## config.mk

```make
export PLATFORM = sky130hd
export DESIGN_NAME = lsu_mem_port
export DESIGN_NICKNAME = d
export VERILOG_FILES = /design/src/rtl/lsu_mem_port_pkg.sv /design/src/rtl/lsu_mem_port_load_extend.sv /design/src/rtl/lsu_mem_port.sv
export SDC_FILE = /design/constraint.sdc
export NUM_CORES = 1
export LEC_CHECK = 0
export CAP_MARGIN = 40
export CORE_AREA = 8 8 133 135
export DETAILED_ROUTE_END_ITERATION = 8
export DIE_AREA = 0 0 141 143
export GPL_TIMING_DRIVEN = 1
export PLACE_DENSITY = 0.69
export SLEW_MARGIN = 30
export SYNTH_ARGS = -nofsm -noshare
export SYNTH_HDL_FRONTEND = slang
export SYNTH_SLANG_ARGS = --single-unit
```

## constraint.sdc

```tcl
create_clock -name clk -period 4.97 [get_ports clk]
set_clock_uncertainty 0.05 [all_clocks]
set_input_delay 0.994 -clock clk [delete_from_list [all_inputs] [get_ports clk]]
set_output_delay 0.994 -clock clk [all_outputs]
set_load 0.01 [all_outputs]
```

## src/rtl/lsu_mem_port_pkg.sv

```systemverilog
// Shared encodings for the load/store memory port: access sizes, FSM states
// and small decode helpers used by the control FSM and the load extender.
package lsu_mem_port_pkg;

  // Size encodings are one-hot and double as the byte count of the access.
  localparam logic [2:0] SZ_BYTE = 3'b001;
  localparam logic [2:0] SZ_HALF = 3'b010;
  localparam logic [2:0] SZ_WORD = 3'b100;

  typedef enum logic [1:0] {
    ST_IDLE  = 2'd0,
    ST_STORE = 2'd1,
    ST_LOAD  = 2'd2,
    ST_RESP  = 2'd3
  } state_e;

  function automatic logic size_legal(input logic [2:0] size);
    return (size == SZ_BYTE) || (size == SZ_HALF) || (size == SZ_WORD);
  endfunction

  function automatic logic [2:0] size_bytes(input logic [2:0] size);
    return size_legal(size) ? size : 3'd0;
  endfunction

  function automatic logic misaligned(input logic [2:0] size, input logic [1:0] addr_lo);
    return ((size == SZ_HALF) && addr_lo[0]) || ((size == SZ_WORD) && (addr_lo != 2'b00));
  endfunction

endpackage

```

## src/rtl/lsu_mem_port_load_extend.sv

```systemverilog
// Extends raw memory read data to 32 bits according to access size and
// signedness; bits above the access size are ignored.
module load_extend
  import lsu_mem_port_pkg::*;
(
  input  logic [31:0] data_i,
  input  logic [2:0]  size_i,
  input  logic        signed_i,
  output logic [31:0] result_o
);

  always_comb begin
    result_o = data_i;
    case (size_i)
      SZ_BYTE: result_o = {{24{signed_i & data_i[7]}}, data_i[7:0]};
      SZ_HALF: result_o = {{16{signed_i & data_i[15]}}, data_i[15:0]};
      default: result_o = data_i;
    endcase
  end

endmodule

```

## src/rtl/lsu_mem_port.sv

```systemverilog
// Load/store unit memory port: accepts one core request at a time, serialises
// stores into byte writes, waits out memory latency for loads, then responds.
module lsu_mem_port
  import lsu_mem_port_pkg::*;
#(
  parameter int ADDR_W      = 8,
  parameter int WAIT_CYCLES = 1
) (
  input  logic              clk,
  input  logic              reset,
  input  logic              req_valid,
  output logic              req_ready,
  input  logic              req_write,
  input  logic [2:0]        req_size,
  input  logic              req_signed,
  input  logic [31:0]       req_addr,
  input  logic [31:0]       req_wdata,
  output logic              resp_valid,
  input  logic              resp_ready,
  output logic [31:0]       resp_rdata,
  output logic              resp_err,
  output logic [ADDR_W-1:0] mem_address,
  output logic [2:0]        mem_bytes,
  output logic [31:0]       mem_wdata,
  output logic              mem_write,
  output logic              mem_signed,
  input  logic [31:0]       mem_rdata
);

  localparam logic [3:0] WAIT_LAST = 4'(WAIT_CYCLES - 1);

  state_e            state_q, state_d;
  logic [1:0]        cnt_q, cnt_d;
  logic [3:0]        wait_q, wait_d;
  logic              err_q, err_d;

  logic [2:0]        size_q;
  logic              signed_q;
  logic [ADDR_W-1:0] addr_q;
  logic [31:0]       wdata_q;
  logic [31:0]       rdata_q;

  logic              capture_req;
  logic              capture_load;
  logic              req_err;
  logic [32:0]       last_addr;
  logic [31:0]       ext_data;
  logic [7:0]        wbyte;

  // Range check on the full request address: the last byte touched must fit in ADDR_W.
  assign last_addr = {1'b0, req_addr} + 33'(size_bytes(req_size)) - 33'd1;
  assign req_err   = !size_legal(req_size) || misaligned(req_size, req_addr[1:0]) ||
                     ((last_addr >> ADDR_W) != 33'd0);

  assign wbyte = wdata_q[{cnt_q, 3'b000} +: 8];

  load_extend u_load_extend (
    .data_i   (mem_rdata),
    .size_i   (size_q),
    .signed_i (signed_q),
    .result_o (ext_data)
  );

  always_ff @(posedge clk or posedge reset) begin
    if (reset) begin
      state_q <= ST_IDLE;
      cnt_q   <= 2'd0;
      wait_q  <= 4'd0;
      err_q   <= 1'b0;
    end else begin
      state_q <= state_d;
      cnt_q   <= cnt_d;
      wait_q  <= wait_d;
      err_q   <= err_d;
    end
  end

  // Request fields and load result are only observed once the FSM leaves IDLE.
  always_ff @(posedge clk) begin
    if (capture_req) begin
      size_q   <= req_size;
      signed_q <= req_signed;
      addr_q   <= req_addr[ADDR_W-1:0];
      wdata_q  <= req_wdata;
      rdata_q  <= 32'd0;
    end else if (capture_load) begin
      rdata_q  <= ext_data;
    end
  end

  always_comb begin
    state_d      = state_q;
    cnt_d        = cnt_q;
    wait_d       = wait_q;
    err_d        = err_q;
    capture_req  = 1'b0;
    capture_load = 1'b0;
    req_ready    = 1'b0;
    resp_valid   = 1'b0;
    resp_rdata   = 32'd0;
    resp_err     = 1'b0;
    mem_address  = '0;
    mem_bytes    = 3'd0;
    mem_wdata    = 32'd0;
    mem_write    = 1'b0;
    mem_signed   = 1'b0;
    unique case (state_q)
      ST_IDLE: begin
        req_ready = 1'b1;
        if (req_valid) begin
          capture_req = 1'b1;
          cnt_d       = 2'd0;
          wait_d      = 4'd0;
          err_d       = req_err;
          if (req_err)        state_d = ST_RESP;
          else if (req_write) state_d = ST_STORE;
          else                state_d = ST_LOAD;
        end
      end
      ST_STORE: begin
        mem_write   = 1'b1;
        mem_address = addr_q + ADDR_W'(cnt_q);
        mem_wdata   = {24'h0, wbyte};
        if ({1'b0, cnt_q} == size_bytes(size_q) - 3'd1) state_d = ST_RESP;
        else                                           cnt_d   = cnt_q + 2'd1;
      end
      ST_LOAD: begin
        mem_address = addr_q;
        mem_bytes   = size_q;
        mem_signed  = signed_q;
        if (wait_q == WAIT_LAST) begin
          capture_load = 1'b1;
          state_d      = ST_RESP;
        end else begin
          wait_d = wait_q + 4'd1;
        end
      end
      ST_RESP: begin
        resp_valid = 1'b1;
        resp_rdata = rdata_q;
        resp_err   = err_q;
        if (resp_ready) state_d = ST_IDLE;
      end
      default: state_d = ST_IDLE;
    endcase
  end

endmodule
```

==> flow_results.xml <==
<?xml version="1.0" encoding="UTF-8"?>
<metrics>
  <group name="status">
    <metric name="outcome" unit="">completed</metric>
  </group>
  <group name="logic_synthesis">
    <metric name="post_synth.cell_area_avg" unit="um^2">8.77</metric>
    <metric name="synth_adder_area_share" unit="%">8.93</metric>
    <metric name="synthesis.instances" unit="">696</metric>
    <metric name="synth_mux_area_share" unit="%">4.28</metric>
    <metric name="synth-seq-area-share" unit="%">35.8</metric>
    <metric name="ys_seq_elements" unit="">85</metric>
    <metric name="synthSimpleGateAreaFrac" unit="%">19.0</metric>
    <metric name="synth_top_family_by_area" unit="">compound AO/OA/AOI/OAI gates</metric>
    <metric name="post_synth_xor_area_fraction" unit="%">2.01</metric>
    <metric name="yosysUniqueCellTypes" unit="">74</metric>
    <metric name="fraction_of_the_mapped_netlist_area_in_compound_gates" unit="%">21.4</metric>
    <metric name="mappedNetlistArea" unit="mm^2">0.00611</metric>
    <metric name="async_reset_ff_share" unit="%">10.6</metric>
    <metric name="synth_edf_count" unit="">44</metric>
    <metric name="yosys_most_used_dff" unit="">sky130_fd_sc_hd__edfxtp_1</metric>
    <metric name="synth_warnings" unit="">0</metric>
  </group>
  <group name="clock_network">
    <metric name="clk_root_buffer_cell" unit="">sky130_fd_sc_hd__clkbuf_16</metric>
    <metric name="clock_transition_at_the_registers_of_the_reported_paths" unit="ns">0.06</metric>
    <metric name="post_cts.repair.setup_buffers" unit="">0</metric>
    <metric name="clock_tree.buffer_depth" unit="">2</metric>
    <metric name="cts_max_level" unit="">3</metric>
    <metric name="clk_latency" unit="ns">0.33</metric>
    <metric name="cts.sinks" unit="">85</metric>
    <metric name="cts.repair.resized" unit="">0</metric>
    <metric name="numCtsBuffers" unit="">9</metric>
    <metric name="cts_tree" unit="">yes</metric>
    <metric name="holdBufCountCts" unit="">0</metric>
  </group>
  <group name="final_layout">
    <metric name="commonest_non_fill_non_tap_cells_in_the_layout" unit="">sky130_fd_sc_hd__clkdlybuf4s50_1 (160), sky130_fd_sc_hd__nand2_1 (83), sky130_fd_sc_hd__a21oi_1 (61), sky130_fd_sc_hd__o21ai_0 (59), sky130_fd_sc_hd__inv_1 (56)</metric>
    <metric name="finish.net_count" unit="">995</metric>
    <metric name="most_common_cell_after_layout_fill_and_taps_aside" unit="">sky130_fd_sc_hd__clkdlybuf4s50_1</metric>
    <metric name="fin_cells" unit="">1068</metric>
    <metric name="drive_above_1_share" unit="%">6.22</metric>
    <metric name="antenna-diode-count" unit="">0</metric>
    <metric name="register_area" unit="mm^2">0.00219</metric>
    <metric name="combined_area_of_the_multi_input_logic_cells" unit="mm^2">0.00349</metric>
    <metric name="fill_cells" unit="">1508</metric>
    <metric name="areaGrowthSynthToFinish" unit="%">32.7</metric>
    <metric name="stdcell_area" unit="mm^2">0.00810</metric>
  </group>
  <group name="critical_path">
    <metric name="worst_ep_required_time" unit="ns">5.11</metric>
    <metric name="critical-path-max-stage-delay" unit="ns">0.61</metric>
    <metric name="timing.critical_path.to_type" unit="">register</metric>
    <metric name="timing.critical_path.fanout_max" unit="">5</metric>
    <metric name="crit_path_top_delay_cell" unit="">sky130_fd_sc_hd__clkdlybuf4s50_1</metric>
    <metric name="cpMostUsedCell" unit="">sky130_fd_sc_hd__ha_1</metric>
    <metric name="setup.worst_path.class" unit="">input pin to register</metric>
    <metric name="crit_arrival" unit="ns">4.58</metric>
    <metric name="critical_path.cell_chain" unit="">clkdlybuf4s50_1 &gt; nand2b_1 &gt; or2_2 &gt; ha_1 &gt; inv_1 &gt; ha_1 &gt; or2_1 &gt; o311ai_2 &gt; o21a_1 &gt; o21ai_2 &gt; a21oi_4 &gt; o211ai_2 &gt; xor2_1 &gt; nor3_1 &gt; and4b_1 &gt; a41oi_1</metric>
    <metric name="worstPathBufferInverterCount" unit="">2</metric>
    <metric name="timing.critical_path.from_type" unit="">input pin</metric>
    <metric name="crit_family" unit="">simple AND/OR/NAND/NOR gates</metric>
  </group>
  <group name="timing">
    <metric name="hold_viol" unit="">0</metric>
    <metric name="relSlewSlack" unit="%">43.0</metric>
    <metric name="slew_of_the_pin_with_the_lowest_slew_margin" unit="ns">0.852</metric>
    <metric name="period_minus_slack" unit="ns">4.44</metric>
    <metric name="rsz_0062_raised_after_global_routing" unit="">no</metric>
    <metric name="worst_hold_slack" unit="ns">0.395</metric>
    <metric name="fmax" unit="MHz">225</metric>
    <metric name="fin_tns_setup" unit="ns">0</metric>
    <metric name="report.final.setup_viol" unit="">0</metric>
    <metric name="period_share" unit="%">89.3</metric>
    <metric name="drv_slew" unit="">0</metric>
  </group>
  <group name="routing">
    <metric name="vias_per_cell" unit="">5.11</metric>
    <metric name="routed_wire_length_per_instance" unit="um">15.5</metric>
    <metric name="route.vias.total" unit="">5454</metric>
    <metric name="drt_pre_antenna_iters" unit="">4</metric>
    <metric name="drc_errors" unit="">0</metric>
    <metric name="drt-total-wl" unit="um">16500</metric>
    <metric name="drtIter0Drc" unit="">298</metric>
    <metric name="final_antenna_net_count" unit="">0</metric>
  </group>
  <group name="grt">
    <metric name="grt_max_degree" unit="">50</metric>
    <metric name="overflow_after_grt" unit="">0</metric>
    <metric name="grt_first_pass_wirelength" unit="um">26300</metric>
    <metric name="groute.usage.overall" unit="%">15.9</metric>
    <metric name="vias_in_the_first_global_route" unit="">5309</metric>
    <metric name="antenna_violations_before_repair" unit="">0</metric>
  </group>
  <group name="placement">
    <metric name="placer_s_final_routability_congestion_estimate" unit="">0.907</metric>
    <metric name="place_inst" unit="">1051</metric>
    <metric name="postPlaceCellArea" unit="mm^2">0.00781</metric>
    <metric name="hpwlAfterDp" unit="um">12800</metric>
    <metric name="port-buffer-count" unit="">160</metric>
  </group>
  <group name="floorplanning">
    <metric name="die_h" unit="um">143</metric>
    <metric name="io_pins" unit="">185</metric>
    <metric name="dieArea" unit="mm^2">0.0202</metric>
    <metric name="row_count" unit="">46</metric>
    <metric name="initial_utilization" unit="%">39.2</metric>
    <metric name="placeableCoreArea" unit="mm^2">0.0156</metric>
    <metric name="die-width" unit="um">141</metric>
  </group>
  <group name="power_and_ir_drop">
    <metric name="p_leak" unit="nW">3.30</metric>
    <metric name="vdd.ir_drop.worst" unit="mV">0.165</metric>
    <metric name="report.power.total" unit="mW">3.50</metric>
    <metric name="power.density_cell_area" unit="mW/mm^2">432</metric>
  </group>
  <group name="worst_hold_path">
    <metric name="worst_hold_path_type" unit="">register to register</metric>
  </group>
  <group name="job">
    <metric name="timing.max_cap.violations" unit="">0</metric>
  </group>
</metrics>
-- flip-flops by register name, summed over array words and instances (netlist names) --
signal	cells
wdata_q	32
cnt_q	2
addr_q	8
size_q	3
signed_q	1
rdata_q	32
state_q	2
err_q	1
wait_q	4
-- worst reg2reg max path, delay by kind of cell (launching register included) --
family / cells / cell delay, ns
adders and majority gates: 1 / 0.49
DFF: 1 / 0.42
AOI/OAI and AO/OA: 3 / 1.50
and+or+nand+nor: 1 / 0.34
buffers and inverters: 1 / 0.13
-- where the power goes --
| group | internal [mW] | switching, mW | leakage, nW |
|---|---|---|---|
| Combinational | 0.867 | 0.909 | 2.38 |
| Sequential | 0.969 | 0.123 | 0.786 |
| Clock | 0.345 | 0.291 | 0.135 |
| Total | 2.18 | 1.32 | 3.30 |
-- area by class of cell --
cell class	count	area share [%]
Multi-Input combinational cell	528	43.1
Sequential cell	85	27.0
Timing Repair Buffer	165	20.4
Tap cell	216	3.34
Clock buffer	9	2.78
Inverter	58	2.72
Clock inverter	7	0.679
-- cell usage after synthesis (3+ instances only) --
| master | instances | share of area [%] |
|---|---|---|
| sky130_fd_sc_hd__a31oi_1 | 10 | 1.0 |
| sky130_fd_sc_hd__o211ai_2 | 3 | 0.61 |
| sky130_fd_sc_hd__o21a_1 | 4 | 0.49 |
| sky130_fd_sc_hd__nor2b_1 | 6 | 0.61 |
| sky130_fd_sc_hd__buf_6 | 3 | 0.55 |
| sky130_fd_sc_hd__buf_2 | 3 | 0.25 |
| sky130_fd_sc_hd__and3_1 | 7 | 0.72 |
| sky130_fd_sc_hd__dfxtp_1 | 32 | 10 |
| sky130_fd_sc_hd__a21o_1 | 9 | 1.1 |
| sky130_fd_sc_hd__nand4_1 | 11 | 1.1 |
| sky130_fd_sc_hd__nor3_1 | 21 | 1.7 |
| sky130_fd_sc_hd__clkbuf_1 | 15 | 0.92 |
| sky130_fd_sc_hd__a211oi_1 | 6 | 0.74 |
| sky130_fd_sc_hd__dfrtp_1 | 9 | 3.7 |
| sky130_fd_sc_hd__mux2i_1 | 7 | 1.1 |
| sky130_fd_sc_hd__buf_4 | 25 | 3.1 |
| sky130_fd_sc_hd__xor2_1 | 6 | 0.86 |
| sky130_fd_sc_hd__xnor2_1 | 8 | 1.1 |
| sky130_fd_sc_hd__inv_1 | 56 | 3.4 |
| sky130_fd_sc_hd__nand2b_1 | 4 | 0.41 |
| sky130_fd_sc_hd__ha_1 | 42 | 8.6 |
| sky130_fd_sc_hd__o211ai_1 | 8 | 0.98 |
| sky130_fd_sc_hd__o41ai_1 | 4 | 0.57 |
| sky130_fd_sc_hd__a21oi_2 | 3 | 0.43 |
| sky130_fd_sc_hd__edfxtp_1 | 44 | 22 |
| sky130_fd_sc_hd__o21bai_1 | 3 | 0.37 |
| sky130_fd_sc_hd__nor2_1 | 23 | 1.4 |
| sky130_fd_sc_hd__mux4_2 | 8 | 3.0 |
| sky130_fd_sc_hd__and2_1 | 52 | 5.3 |
| sky130_fd_sc_hd__nand2_1 | 83 | 5.1 |
| sky130_fd_sc_hd__nand3_1 | 6 | 0.49 |
| sky130_fd_sc_hd__a22oi_1 | 4 | 0.49 |
| sky130_fd_sc_hd__a21oi_1 | 61 | 5.0 |
| sky130_fd_sc_hd__o21ai_0 | 59 | 4.8 |
-- cells by family after synthesis --
family / after synthesis
simple gates: 227
compound gates: 204
buf+inv: 106
flops: 85
fa+ha+maj: 43
mux: 16
xor+xnor: 14
other cells: 1
-- layer usage --
layer	track usage [%]	part of all wire, %
met1	19.9	46
met2	28.1	49
met3	2.37	4.5
met4	4.02	0.91
met5	0	0
-- path summary, 6_finish.rpt --
path | startpoint | endpoint | slack [ns] | depth (start not counted)
max | req_size[2] | state_q[0]$_DFFE_PP0P_ | 0.53 | 16
min | rdata_q[0]$_SDFFE_PP0P_ | rdata_q[0]$_SDFFE_PP0P_ | 0.40 | 2
max reg2reg | state_q[0]$_DFFE_PP0P_ | rdata_q[26]$_SDFFE_PP0P_ | 1.91 | 6
min reg2reg | rdata_q[0]$_SDFFE_PP0P_ | rdata_q[0]$_SDFFE_PP0P_ | 0.40 | 2
max in group asynchronous | reset | wait_q[1]$_DFFE_PP0P_ | 3.72 | 2
min in group asynchronous | reset | wait_q[0]$_DFFE_PP0P_ | 0.89 | 2
-- stage by stage --
| step | setup slack (ns) | util, % |
|---|---|---|
| floorplan | 1.11 | - |
| global placement | 0.304 | 49.9 |
| detailed placement | 0.209 | 50.1 |
| CTS | 0.547 | 51.9 |
| global route | 0.217 | 51.9 |
| finish | 0.532 | 51.9 |
No activity file was read; power rests on OpenSTA's default activity.
